## config.mk

```make
export PLATFORM = sky130hd
export DESIGN_NAME = mem_port_arbiter_flat
export DESIGN_NICKNAME = d
export VERILOG_FILES = /design/src/rtl/mem_arb_pkg.sv /design/src/rtl/mem_port_arbiter_if.sv /design/src/rtl/rr_arb2.sv /design/src/rtl/mem_port_arbiter.sv /design/src/flat_wrapper.sv
export SDC_FILE = /design/constraint.sdc
export NUM_CORES = 1
export LEC_CHECK = 0
export ABC_AREA = 1
export CORE_AREA = 2 2 388 390
export DETAILED_ROUTE_END_ITERATION = 8
export DIE_AREA = 0 0 390 392
export MAX_ROUTING_LAYER = met4
export SLEW_MARGIN = 25
export SYNTH_ARGS = -nofsm -noshare
export SYNTH_HDL_FRONTEND = slang
export SYNTH_SLANG_ARGS = --single-unit
```

## constraint.sdc

```tcl
create_clock -name clk -period 2.95 [get_ports clk]
set_input_delay 0.7375 -clock clk [delete_from_list [all_inputs] [get_ports clk]]
set_output_delay 0.7375 -clock clk [all_outputs]
set_load 0.05 [all_outputs]
```

## src/rtl/mem_arb_pkg.sv

```systemverilog
// Shared types and sizes for the cache-to-memory port arbiter.
package mem_arb_pkg;
   localparam int LINE_BITS     = 256;
   localparam int BEAT_BITS     = 64;
   localparam int BEATS         = LINE_BITS / BEAT_BITS;
   localparam int ADDR_BITS     = 32;
   localparam int BEAT_IDX_BITS = $clog2(BEATS);

   localparam logic [ADDR_BITS-1:0] OFFSET_MASK = ADDR_BITS'(LINE_BITS / 8 - 1);

   typedef enum logic [2:0] {IDLE, RD_ADDR, RD_DATA, WR_DATA, DONE} state_t;
   typedef enum logic {OWN_I, OWN_D} owner_t;
   typedef logic [BEAT_IDX_BITS-1:0] beat_t;

   function automatic logic [ADDR_BITS-1:0] line_align(input logic [ADDR_BITS-1:0] a);
      return a & ~OFFSET_MASK;
   endfunction

   function automatic int beat_lsb(input beat_t b);
      return BEAT_BITS * int'(b);
   endfunction
endpackage

```

## src/rtl/mem_port_arbiter_if.sv

```systemverilog
// Cache request/response and burst-memory signals of the shared memory port.
interface mem_port_arbiter_if;
   import mem_arb_pkg::*;

   logic                 i_req;
   logic [ADDR_BITS-1:0] i_addr;
   logic                 i_resp;
   logic [LINE_BITS-1:0] i_rdata;

   logic                 d_req;
   logic                 d_we;
   logic [ADDR_BITS-1:0] d_addr;
   logic [LINE_BITS-1:0] d_wdata;
   logic                 d_resp;
   logic [LINE_BITS-1:0] d_rdata;

   logic [ADDR_BITS-1:0] bmem_addr;
   logic                 bmem_read;
   logic                 bmem_write;
   logic [BEAT_BITS-1:0] bmem_wdata;
   logic                 bmem_ready;
   logic [BEAT_BITS-1:0] bmem_rdata;
   logic                 bmem_rvalid;

   modport master (
      input  i_req, i_addr, d_req, d_we, d_addr, d_wdata,
      input  bmem_ready, bmem_rdata, bmem_rvalid,
      output i_resp, i_rdata, d_resp, d_rdata,
      output bmem_addr, bmem_read, bmem_write, bmem_wdata
   );

   modport slave (
      output i_req, i_addr, d_req, d_we, d_addr, d_wdata,
      output bmem_ready, bmem_rdata, bmem_rvalid,
      input  i_resp, i_rdata, d_resp, d_rdata,
      input  bmem_addr, bmem_read, bmem_write, bmem_wdata
   );
endinterface

```

## src/rtl/rr_arb2.sv

```systemverilog
// Two-way round-robin grant: combinational pick, last winner remembered on update.
module rr_arb2
   import mem_arb_pkg::*;
(
   input  logic   clk,
   input  logic   rst,
   input  logic   i_req_i,
   input  logic   d_req_i,
   input  logic   upd_i,
   input  owner_t upd_owner_i,
   output logic   gnt_valid_o,
   output owner_t gnt_o
);
   owner_t last_q, last_d;

   // NOTE: non-blocking assignment in clocked logic so every flop samples pre-edge values.
   always_ff @(posedge clk) begin
      if (!rst) last_q <= OWN_D;
      else      last_q <= last_d;
   end

   // NOTE: every output gets a default before any branch, so no path can infer a latch.
   always_comb begin
      last_d      = last_q;
      gnt_valid_o = i_req_i | d_req_i;
      gnt_o       = OWN_I;
      if (upd_i) last_d = upd_owner_i;
      if (i_req_i && d_req_i) gnt_o = (last_q == OWN_D) ? OWN_I : OWN_D;
      else if (d_req_i)       gnt_o = OWN_D;
   end
endmodule

```

## src/rtl/mem_port_arbiter.sv

```systemverilog
// Shares one 4-beat burst memory port between the icache and dcache, one line at a time.
module mem_port_arbiter
   import mem_arb_pkg::*;
(
   input  logic               clk,
   input  logic               rst,
   mem_port_arbiter_if.master bus
);
   state_t               state_q, state_d;
   owner_t               owner_q, owner_d;
   logic                 we_q, we_d;
   logic [ADDR_BITS-1:0] addr_q, addr_d;
   logic [LINE_BITS-1:0] wline_q, wline_d;
   logic [LINE_BITS-1:0] line_buf_q, line_buf_d;
   beat_t                beat_q, beat_d;
   logic                 gnt_valid;
   owner_t               gnt;

   rr_arb2 u_rr_arb2 (
      .clk        (clk),
      .rst        (rst),
      .i_req_i    (bus.i_req),
      .d_req_i    (bus.d_req),
      .upd_i      (state_q == DONE),
      .upd_owner_i(owner_q),
      .gnt_valid_o(gnt_valid),
      .gnt_o      (gnt)
   );

   // NOTE: the line buffers are ordinary flops, so clearing them on reset is cheap; a RAM could not be.
   always_ff @(posedge clk) begin
      if (!rst) begin
         state_q    <= IDLE;
         owner_q    <= OWN_I;
         we_q       <= 1'b0;
         addr_q     <= '0;
         wline_q    <= '0;
         line_buf_q <= '0;
         beat_q     <= '0;
      end else begin
         state_q    <= state_d;
         owner_q    <= owner_d;
         we_q       <= we_d;
         addr_q     <= addr_d;
         wline_q    <= wline_d;
         line_buf_q <= line_buf_d;
         beat_q     <= beat_d;
      end
   end

   always_comb begin
      state_d    = state_q;
      owner_d    = owner_q;
      we_d       = we_q;
      addr_d     = addr_q;
      wline_d    = wline_q;
      line_buf_d = line_buf_q;
      beat_d     = beat_q;
      unique case (state_q)
         IDLE: begin
            if (gnt_valid) begin
               owner_d = gnt;
               we_d    = (gnt == OWN_D) && bus.d_we;
               addr_d  = line_align((gnt == OWN_D) ? bus.d_addr : bus.i_addr);
               if (we_d) wline_d = bus.d_wdata;
               beat_d  = '0;
               state_d = we_d ? WR_DATA : RD_ADDR;
            end
         end
         RD_ADDR: begin
            if (bus.bmem_ready) begin
               beat_d  = '0;
               state_d = RD_DATA;
            end
         end
         RD_DATA: begin
            if (bus.bmem_rvalid) begin
               line_buf_d[beat_lsb(beat_q) +: BEAT_BITS] = bus.bmem_rdata;
               beat_d = beat_q + 1'b1;
               if (beat_q == beat_t'(BEATS - 1)) state_d = DONE;
            end
         end
         WR_DATA: begin
            if (bus.bmem_ready) begin
               beat_d = beat_q + 1'b1;
               if (beat_q == beat_t'(BEATS - 1)) state_d = DONE;
            end
         end
         DONE:    state_d = IDLE;
         default: state_d = IDLE;
      endcase
   end

   // Outputs decode registered state only; bmem inputs never reach the cache side combinationally.
   always_comb begin
      bus.bmem_read  = (state_q == RD_ADDR);
      bus.bmem_write = (state_q == WR_DATA);
      bus.bmem_addr  = (state_q inside {RD_ADDR, RD_DATA, WR_DATA}) ? addr_q : '0;
      bus.bmem_wdata = (state_q == WR_DATA) ? wline_q[beat_lsb(beat_q) +: BEAT_BITS] : '0;
      bus.i_resp     = (state_q == DONE) && (owner_q == OWN_I);
      bus.d_resp     = (state_q == DONE) && (owner_q == OWN_D);
      bus.i_rdata    = ((state_q == DONE) && (owner_q == OWN_I)) ? line_buf_q : '0;
      bus.d_rdata    = ((state_q == DONE) && (owner_q == OWN_D)) ? line_buf_q : '0;
   end
endmodule

```

## src/flat_wrapper.sv

```systemverilog
// flat-port wrapper written by rule: the top's interface ports become plain ports
module mem_port_arbiter_flat import mem_arb_pkg::*;
  (clk, rst, bus_i_req, bus_i_addr, bus_d_req, bus_d_we, bus_d_addr, bus_d_wdata, bus_bmem_ready, bus_bmem_rdata, bus_bmem_rvalid, bus_i_resp, bus_i_rdata, bus_d_resp, bus_d_rdata, bus_bmem_addr, bus_bmem_read, bus_bmem_write, bus_bmem_wdata);
  mem_port_arbiter_if bus_i ();
  input  logic clk;
  input  logic rst;
  input wire logic [$bits(bus_i.i_req)-1:0] bus_i_req;
  input wire logic [$bits(bus_i.i_addr)-1:0] bus_i_addr;
  input wire logic [$bits(bus_i.d_req)-1:0] bus_d_req;
  input wire logic [$bits(bus_i.d_we)-1:0] bus_d_we;
  input wire logic [$bits(bus_i.d_addr)-1:0] bus_d_addr;
  input wire logic [$bits(bus_i.d_wdata)-1:0] bus_d_wdata;
  input wire logic [$bits(bus_i.bmem_ready)-1:0] bus_bmem_ready;
  input wire logic [$bits(bus_i.bmem_rdata)-1:0] bus_bmem_rdata;
  input wire logic [$bits(bus_i.bmem_rvalid)-1:0] bus_bmem_rvalid;
  output wire logic [$bits(bus_i.i_resp)-1:0] bus_i_resp;
  output wire logic [$bits(bus_i.i_rdata)-1:0] bus_i_rdata;
  output wire logic [$bits(bus_i.d_resp)-1:0] bus_d_resp;
  output wire logic [$bits(bus_i.d_rdata)-1:0] bus_d_rdata;
  output wire logic [$bits(bus_i.bmem_addr)-1:0] bus_bmem_addr;
  output wire logic [$bits(bus_i.bmem_read)-1:0] bus_bmem_read;
  output wire logic [$bits(bus_i.bmem_write)-1:0] bus_bmem_write;
  output wire logic [$bits(bus_i.bmem_wdata)-1:0] bus_bmem_wdata;
  assign bus_i.i_req = bus_i_req;
  assign bus_i.i_addr = bus_i_addr;
  assign bus_i.d_req = bus_d_req;
  assign bus_i.d_we = bus_d_we;
  assign bus_i.d_addr = bus_d_addr;
  assign bus_i.d_wdata = bus_d_wdata;
  assign bus_i.bmem_ready = bus_bmem_ready;
  assign bus_i.bmem_rdata = bus_bmem_rdata;
  assign bus_i.bmem_rvalid = bus_bmem_rvalid;
  assign bus_i_resp = bus_i.i_resp;
  assign bus_i_rdata = bus_i.i_rdata;
  assign bus_d_resp = bus_i.d_resp;
  assign bus_d_rdata = bus_i.d_rdata;
  assign bus_bmem_addr = bus_i.bmem_addr;
  assign bus_bmem_read = bus_i.bmem_read;
  assign bus_bmem_write = bus_i.bmem_write;
  assign bus_bmem_wdata = bus_i.bmem_wdata;
  mem_port_arbiter u_core (.clk(clk), .rst(rst), .bus(bus_i));
endmodule
```

==> results of run 1 <==
## stage by stage
step	instances	area, sq um	setup TNS [ns]
floorplan	3983	25900	-15.89
global placement	6695	44500	-0.128
detailed placement	6695	44500	-0.133
CTS	6875	50800	-9.25
global route	6899	51700	-15.17
finish	6901	51700	-0.0543
## Yosys cell counts, drive strengths merged
master  count
nand3      43
nand3b      1
a21oi     254
o21ai     705
inv       371
nand4       4
conb        1
ha          6
a31oi      27
clkbuf    213
nand2     109
nor3      379
buf       145
dfxtp     546
nor2     1175
## cell type report
| class | count | share of cell area, % |
|---|---|---|
| Tap cell | 1944 | 4.71 |
| Clock inverter | 32 | 0.794 |
| Clock buffer | 93 | 3.69 |
| Timing Repair inverter | 2 | 0.0533 |
| Inverter | 371 | 2.77 |
| Multi-Input combinational cell | 2708 | 29.7 |
| Timing Repair Buffer | 1188 | 37.0 |
| Antenna cell | 17 | 0.0823 |
| Sequential cell | 546 | 21.2 |
## power groups by stage
stage / logic (uW) / clock network [uW] / registers, uW
3_5_place_dp: 8840 / 0 / 8790
5_1_grt: 11200 / 9360 / 8750
2_1_floorplan: 4930 / 0 / 8610
3_3_place_gp: 8800 / 0 / 8770
4_1_cts: 10300 / 9080 / 8630
6_report: 10500 / 8860 / 8670
## timing repair
action / CTS / global route
gates resized for setup: 858 / 225
pin swaps: 36 / 35
setup endpoints to repair: 601 / 531
gates cloned: 29 / 12
setup buffers: 26 / 2
## state kept, by name, summed over array words and instances (netlist names)
register	flops
u_core.addr_q	27
u_core.beat_q	2
u_core.line_buf_q	256
u_core.owner_q	1
u_core.state_q	3
u_core.u_rr_arb2.last_q	1
u_core.wline_q	256
## worst max-delay path, cell delays in order, from the launching register on
cell	delay, ns
dfxtp_2	0.40
nor2_4	0.06
nand2_2	0.09
nor2_4	0.05
buf_12	0.15
inv_16	0.20
buf_16	0.22
nor2_1	0.06
buf_4	0.15
buf_12	0.14
## logic make-up after synthesis
logic type / synth area share, %
AO/OA/AOI/OAI: 19.2
buffers and inverters: 11.2
flip-flops: 42.2
other: 0.0145
AND/OR/NAND/NOR: 27.0
adder cells (fa/ha/maj): 0.290
## per-layer routing
layer / routed length, um / vias to the layer above / track usage (%)
li1: - / 14700 / -
met1: 61900 / 15000 / 23.8
met2: 77400 / 1569 / 33.9
met3: 15900 / 269 / 6.14
met4: 7360 / 0 / 8.72
met5: 0 / - / -
## worst min-delay path by stage
| stage | startpoint | endpoint | slack, ns | cells after the start |
|---|---|---|---|---|
| after floorplan | u_core.u_rr_arb2.last_q | u_core.u_rr_arb2.last_q | 0.43 | 2 |
| after global placement | u_core.line_buf_q[40] | u_core.line_buf_q[40] | 0.45 | 2 |
| after detailed placement | u_core.line_buf_q[10] | u_core.line_buf_q[10] | 0.46 | 2 |
| after CTS | rst | u_core.addr_q[10] | 0.43 | 3 |
| after global routing | rst | u_core.addr_q[7] | 0.45 | 3 |
| final | u_core.line_buf_q[10] | u_core.line_buf_q[10] | 0.47 | 2 |
==> results.sh, run 1 <==
export IMPL_outcome="finished with violations"
export IMPL_violations="negative setup slack"
export IMPL_min_path_type="flip-flop to flip-flop"
export IMPL_yosysTopAreaCell="dfxtp_1"
export IMPL_layout_drive_gt1_share_pct=31.3
export IMPL_cp_max_fo=20
export IMPL_die_y_um=392
export IMPL_setup_viol=8
export IMPL_synth_top_area_share_pct=42.2
export IMPL_gp_congestion=0.956
export IMPL_overflow=0
export IMPL_cp_endpoint="bus_i_rdata[159]"
export IMPL_syn_to_final_growth_pct=99.6
export IMPL_synthTopCellsByArea="dfxtp_1 42%, nor2_1 17%, o21ai_0 13%, nor3_1 7.3%, inv_1 5.3%"
export IMPL_dp_worst_setup_slack_ns=-0.133
export IMPL_synth_area_sq_um=25900
export IMPL_clockBufferDepth=3
export IMPL_die_w_um=390
export IMPL_multi_input_area_sq_um=15300
export IMPL_grt_pass1_wl_um=225000
export IMPL_syn_area_per_cell_sq_um=6.51
export IMPL_fp_dieArea_sq_um=153000
export IMPL_switchingPower_uw=11300
export IMPL_drt_iter0_markers=2500
export IMPL_h_tree_depth=3
export IMPL_reg2reg_depth=8
export IMPL_cts_tree="built"
export IMPL_power_uw=28000
export IMPL_reg2reg_setup_slack_ns=0.33
export IMPL_startpoint="u_core.state_q[1]"
export IMPL_n_fill_cell=15100
export IMPL_worstSetupPathType="flip-flop to output port"
export IMPL_ys_ff_latch=546
export IMPL_finalCritPeriodShare_pct=100
export IMPL_internal_power_uw=16700
export IMPL_grt_max_degree=112
export IMPL_r2r_end="u_core.line_buf_q[204]"
export IMPL_fin_nets=5283
export IMPL_drt_wl_total_um=163000
export IMPL_yosys_warnings=0
export IMPL_cts_root_buf="clkbuf_16"
export IMPL_power_frac_clock_pct=31.6
export IMPL_end_kind="output port"
export IMPL_final_core_util_pct=34.7
export IMPL_remaining_drc_errors=0
export IMPL_start_util_pct=17.4
export IMPL_switching_share_pct=40.3
export IMPL_crit_arrival_ns=2.23
export IMPL_relSlewSlack_pct=54.5
export IMPL_max_freq_mhz=337
export IMPL_fin_crit_ns=2.96
export IMPL_p_comb_share_pct=37.4
export IMPL_antenna_found_initial=23
export IMPL_final_max_slew_viol_count=0
export IMPL_yosysSeqAreaShare_pct=42.2
export IMPL_num_vias=31500
export IMPL_max_vdd_ir_drop_v=0.000733
export IMPL_layout_common_cells="652 x buf_12, 649 x nor2_1, 596 x o21ai_0"
export IMPL_synth_cell_type_count=24
export IMPL_worst_slew_pin_slew_ns=0.683
export IMPL_seq_power_share_pct=30.9
export IMPL_synthCells=3979
export IMPL_first_pass_iters=8
export IMPL_cp_start_kind="flip-flop"
export IMPL_leakage_uw=0.0178
export IMPL_setup_ws_ns=-0.0145
export IMPL_register_area_sq_um=10900
export IMPL_track_usage_pct=20.8
export IMPL_post_drt_wl_per_cell_um=23.6
export IMPL_clock_latency_ns=0.66
export IMPL_cap_violations=0
export IMPL_ios=1003
export IMPL_core_area_sq_um=149000
export IMPL_finClkSkew_ns=0.0472
export IMPL_grt_pass1_vias=30500
export IMPL_dpl_hpwl_um=117000
export IMPL_ant_nets=0
export IMPL_placementRows=142
export IMPL_hold_viol=0
export IMPL_r2r_start="u_core.beat_q[0]"
export IMPL_required_ns=2.21
export IMPL_path_clk_slew_ns=0.07
export IMPL_layout_commonest_cell="buf_12"
export IMPL_ctsHoldBuffers=0
export IMPL_clock_sinks=546
export IMPL_fin_hold_ws_ns=0.466
export IMPL_viasPerCell=4.57
export IMPL_cts_buffers=69
export IMPL_rsz0062_at_grt="yes"
export IMPL_power_density_nw_per_um2=542
export IMPL_portBuffers=987
(Power assumes the default switching activity.)
==> run 2: changes to the inputs <==
- CORE_AREA: 2 2 388 390 -> 8 8 383 385
- DIE_AREA: 0 0 390 392 -> 0 0 391 393
- MAX_ROUTING_LAYER: met4 -> default
==> run 2 against run 1 <==
Effect of this change: the flow still finishes with violations (negative setup slack); global-route usage decreased by 0.25 points; sequential cell count unchanged; first-iteration DRC count increased by 4.4%; count of clock-buffer cells in the layout increased by 2; via count increased by 1.0%; wire length increased by 5.3%; clock skew decreased by 0.015 ns; critical path type unchanged.
==> results.sh, run 2 (synthesized netlist as in run 1, its figures left out) <==
export IMPL_violations="negative setup slack"
export IMPL_gp_congestion=0.932
export IMPL_finalCritPeriodShare_pct=103
export IMPL_ios=1003
export IMPL_setup_viol=90
export IMPL_overflow=0
export IMPL_fin_nets=5286
export IMPL_relSlewSlack_pct=45.1
export IMPL_dr_wl_met2_um=80800
export IMPL_remaining_drc_errors=0
export IMPL_layout_drive_gt1_share_pct=29.1
export IMPL_min_path_type="flip-flop to flip-flop"
export IMPL_cap_violations=0
export IMPL_top_layer="met5"
export IMPL_power_uw=28000
export IMPL_end_kind="output port"
export IMPL_cts_root_buf="clkbuf_16"
export IMPL_antenna_found_initial=32
export IMPL_drt_iter0_markers=2609
export IMPL_portBuffers=987
export IMPL_required_ns=2.21
export IMPL_max_freq_mhz=328
export IMPL_grt_pass1_vias=30800
export IMPL_cp_start_kind="flip-flop"
export IMPL_dp_worst_setup_slack_ns=0.214
export IMPL_instances_no_fill=6839
export IMPL_cp_slowest_cell="dfxtp_4"
export IMPL_clock_sinks=546
export IMPL_cpPeakStageDelay_ns=0.35
export IMPL_max_vdd_ir_drop_v=0.000602
export IMPL_clock_latency_ns=0.67
export IMPL_reg_largest_list="u_core.line_buf_q (256), u_core.wline_q (256), u_core.addr_q (27)"
export IMPL_layout_commonest_cell="nor2_1"
export IMPL_ctsHoldBuffers=0
export IMPL_path_clk_slew_ns=0.06
export IMPL_fp_dieArea_sq_um=154000
export IMPL_hold_viol=0
export IMPL_power_density_nw_per_um2=559
export IMPL_die_y_um=393
export IMPL_fin_crit_ns=3.05
export IMPL_start_util_pct=18.4
export IMPL_fin_hold_ws_ns=0.462
export IMPL_clockBufferDepth=3
export IMPL_core_area_sq_um=141000
export IMPL_die_w_um=391
export IMPL_h_tree_depth=3
export IMPL_wl_met3_um=17400
export IMPL_path_delay_family="buffers and inverters"
export IMPL_cts_tree="built"
export IMPL_first_pass_iters=5
export IMPL_worst_slew_pin_slew_ns=0.824
export IMPL_n_fill_cell=14300
export IMPL_multi_input_area_sq_um=14600
export IMPL_wl_met1_um=63800
export IMPL_final_max_slew_viol_count=0
export IMPL_syn_to_final_growth_pct=93.8
export IMPL_rsz0062_at_grt="yes"
export IMPL_num_vias=31900
export IMPL_setup_ws_ns=-0.0968
export IMPL_viasPerCell=4.66
export IMPL_post_drt_wl_per_cell_um=25.0
export IMPL_crit_chain="nor2_4, nand2_2, nor2_4, buf_12, inv_16, buf_16, nor2_1, buf_12"
export IMPL_path_buf_inv=4
export IMPL_register_area_sq_um=10900
export IMPL_track_usage_pct=20.6
export IMPL_worstSetupPathType="flip-flop to output port"
export IMPL_grt_max_degree=153
export IMPL_cts_buffers=69
export IMPL_dp_cells=6613
export IMPL_grt_pass1_wl_um=231000
export IMPL_ant_nets=0
export IMPL_crit_arrival_ns=2.31
export IMPL_placementRows=138
export IMPL_drt_wl_total_um=171000
export IMPL_finClkSkew_ns=0.0320
export IMPL_final_core_util_pct=35.7
export IMPL_leakage_uw=0.0177
export IMPL_layout_common_cells="765 x nor2_1, 587 x o21ai_0, 572 x buf_12"
export IMPL_cp_max_fo=20
export IMPL_dpl_hpwl_um=119000
export IMPL_outcome="finished with violations"
run 2: cell types whose count changed in the layout (fill, tap and decap cells not counted), moves of 7 or more:
cell,delta
o21ai_0,-9
a21oi_2,+7
o21ai_2,+9
nor2_4,-90
buf_12,-80
nor2_1,+116
buf_4,+22
buf_6,+35
buf_8,+16
nor2_2,-26
run 2: where the power goes:
group / switching (uW) / internal [uW] / leakage [uW]
combinational: 7170 / 3810 / 0.0122
clock: 3610 / 4760 / 0.00106
sequential: 463 / 8210 / 0.00443
total: 11200 / 16800 / 0.0177
run 2: worst min-delay path, cell delays in order (launching register included):
cell and delay [ns]:
dfxtp_1 0.30, nand2_1 0.06, a21oi_1 0.05
run 2: path summary, 6_finish.rpt:
kind,from,end,slack (ns),cells past startpoint
min reg2reg,u_core.line_buf_q[50],u_core.line_buf_q[50],0.46,2
max reg2reg,u_core.beat_q[0],u_core.line_buf_q[199],0.20,13
min,u_core.line_buf_q[50],u_core.line_buf_q[50],0.46,2
max,u_core.state_q[0],bus_i_rdata[170],-0.1,8
run 2: layout make-up:
| type | count | share of cell area [%] |
|---|---|---|
| diodes | 14 | 0.0699 |
| clock buffers | 95 | 3.92 |
| clock inverters | 22 | 0.404 |
| inverters | 371 | 2.90 |
| multi-input cells | 2708 | 29.1 |
| flip-flops and latches | 546 | 21.8 |
| well taps | 1890 | 4.72 |
| repair buffers | 1189 | 37.0 |
| repair inverters | 4 | 0.0748 |
run 2: per-stage QoR:
stage          setup TNS, ns  area (sq um)
2_1_floorplan         -15.89         25900
3_3_place_gp               0         43200
3_5_place_dp               0         43200
4_1_cts               -20.95         48200
5_1_grt               -37.14         50100
6_report               -2.20         50200
run 2: per-layer routing:
layer | vias to the layer above | track usage [%]
met1 | 15200 | 23.7
met3 | 341 | 6.83
li1 | 14700 | -
met2 | 1653 | 34.6
met4 | 20 | 9.29
met5 | - | 0
run 2: timing repair:
item | in CTS | in global routing
cloned | 33 | 23
pin swaps | 51 | 33
resized for setup | 560 | 398
setup endpoints to repair | 483 | 592
setup buffers | 37 | 5
hold endpoints to repair | 0 | 0
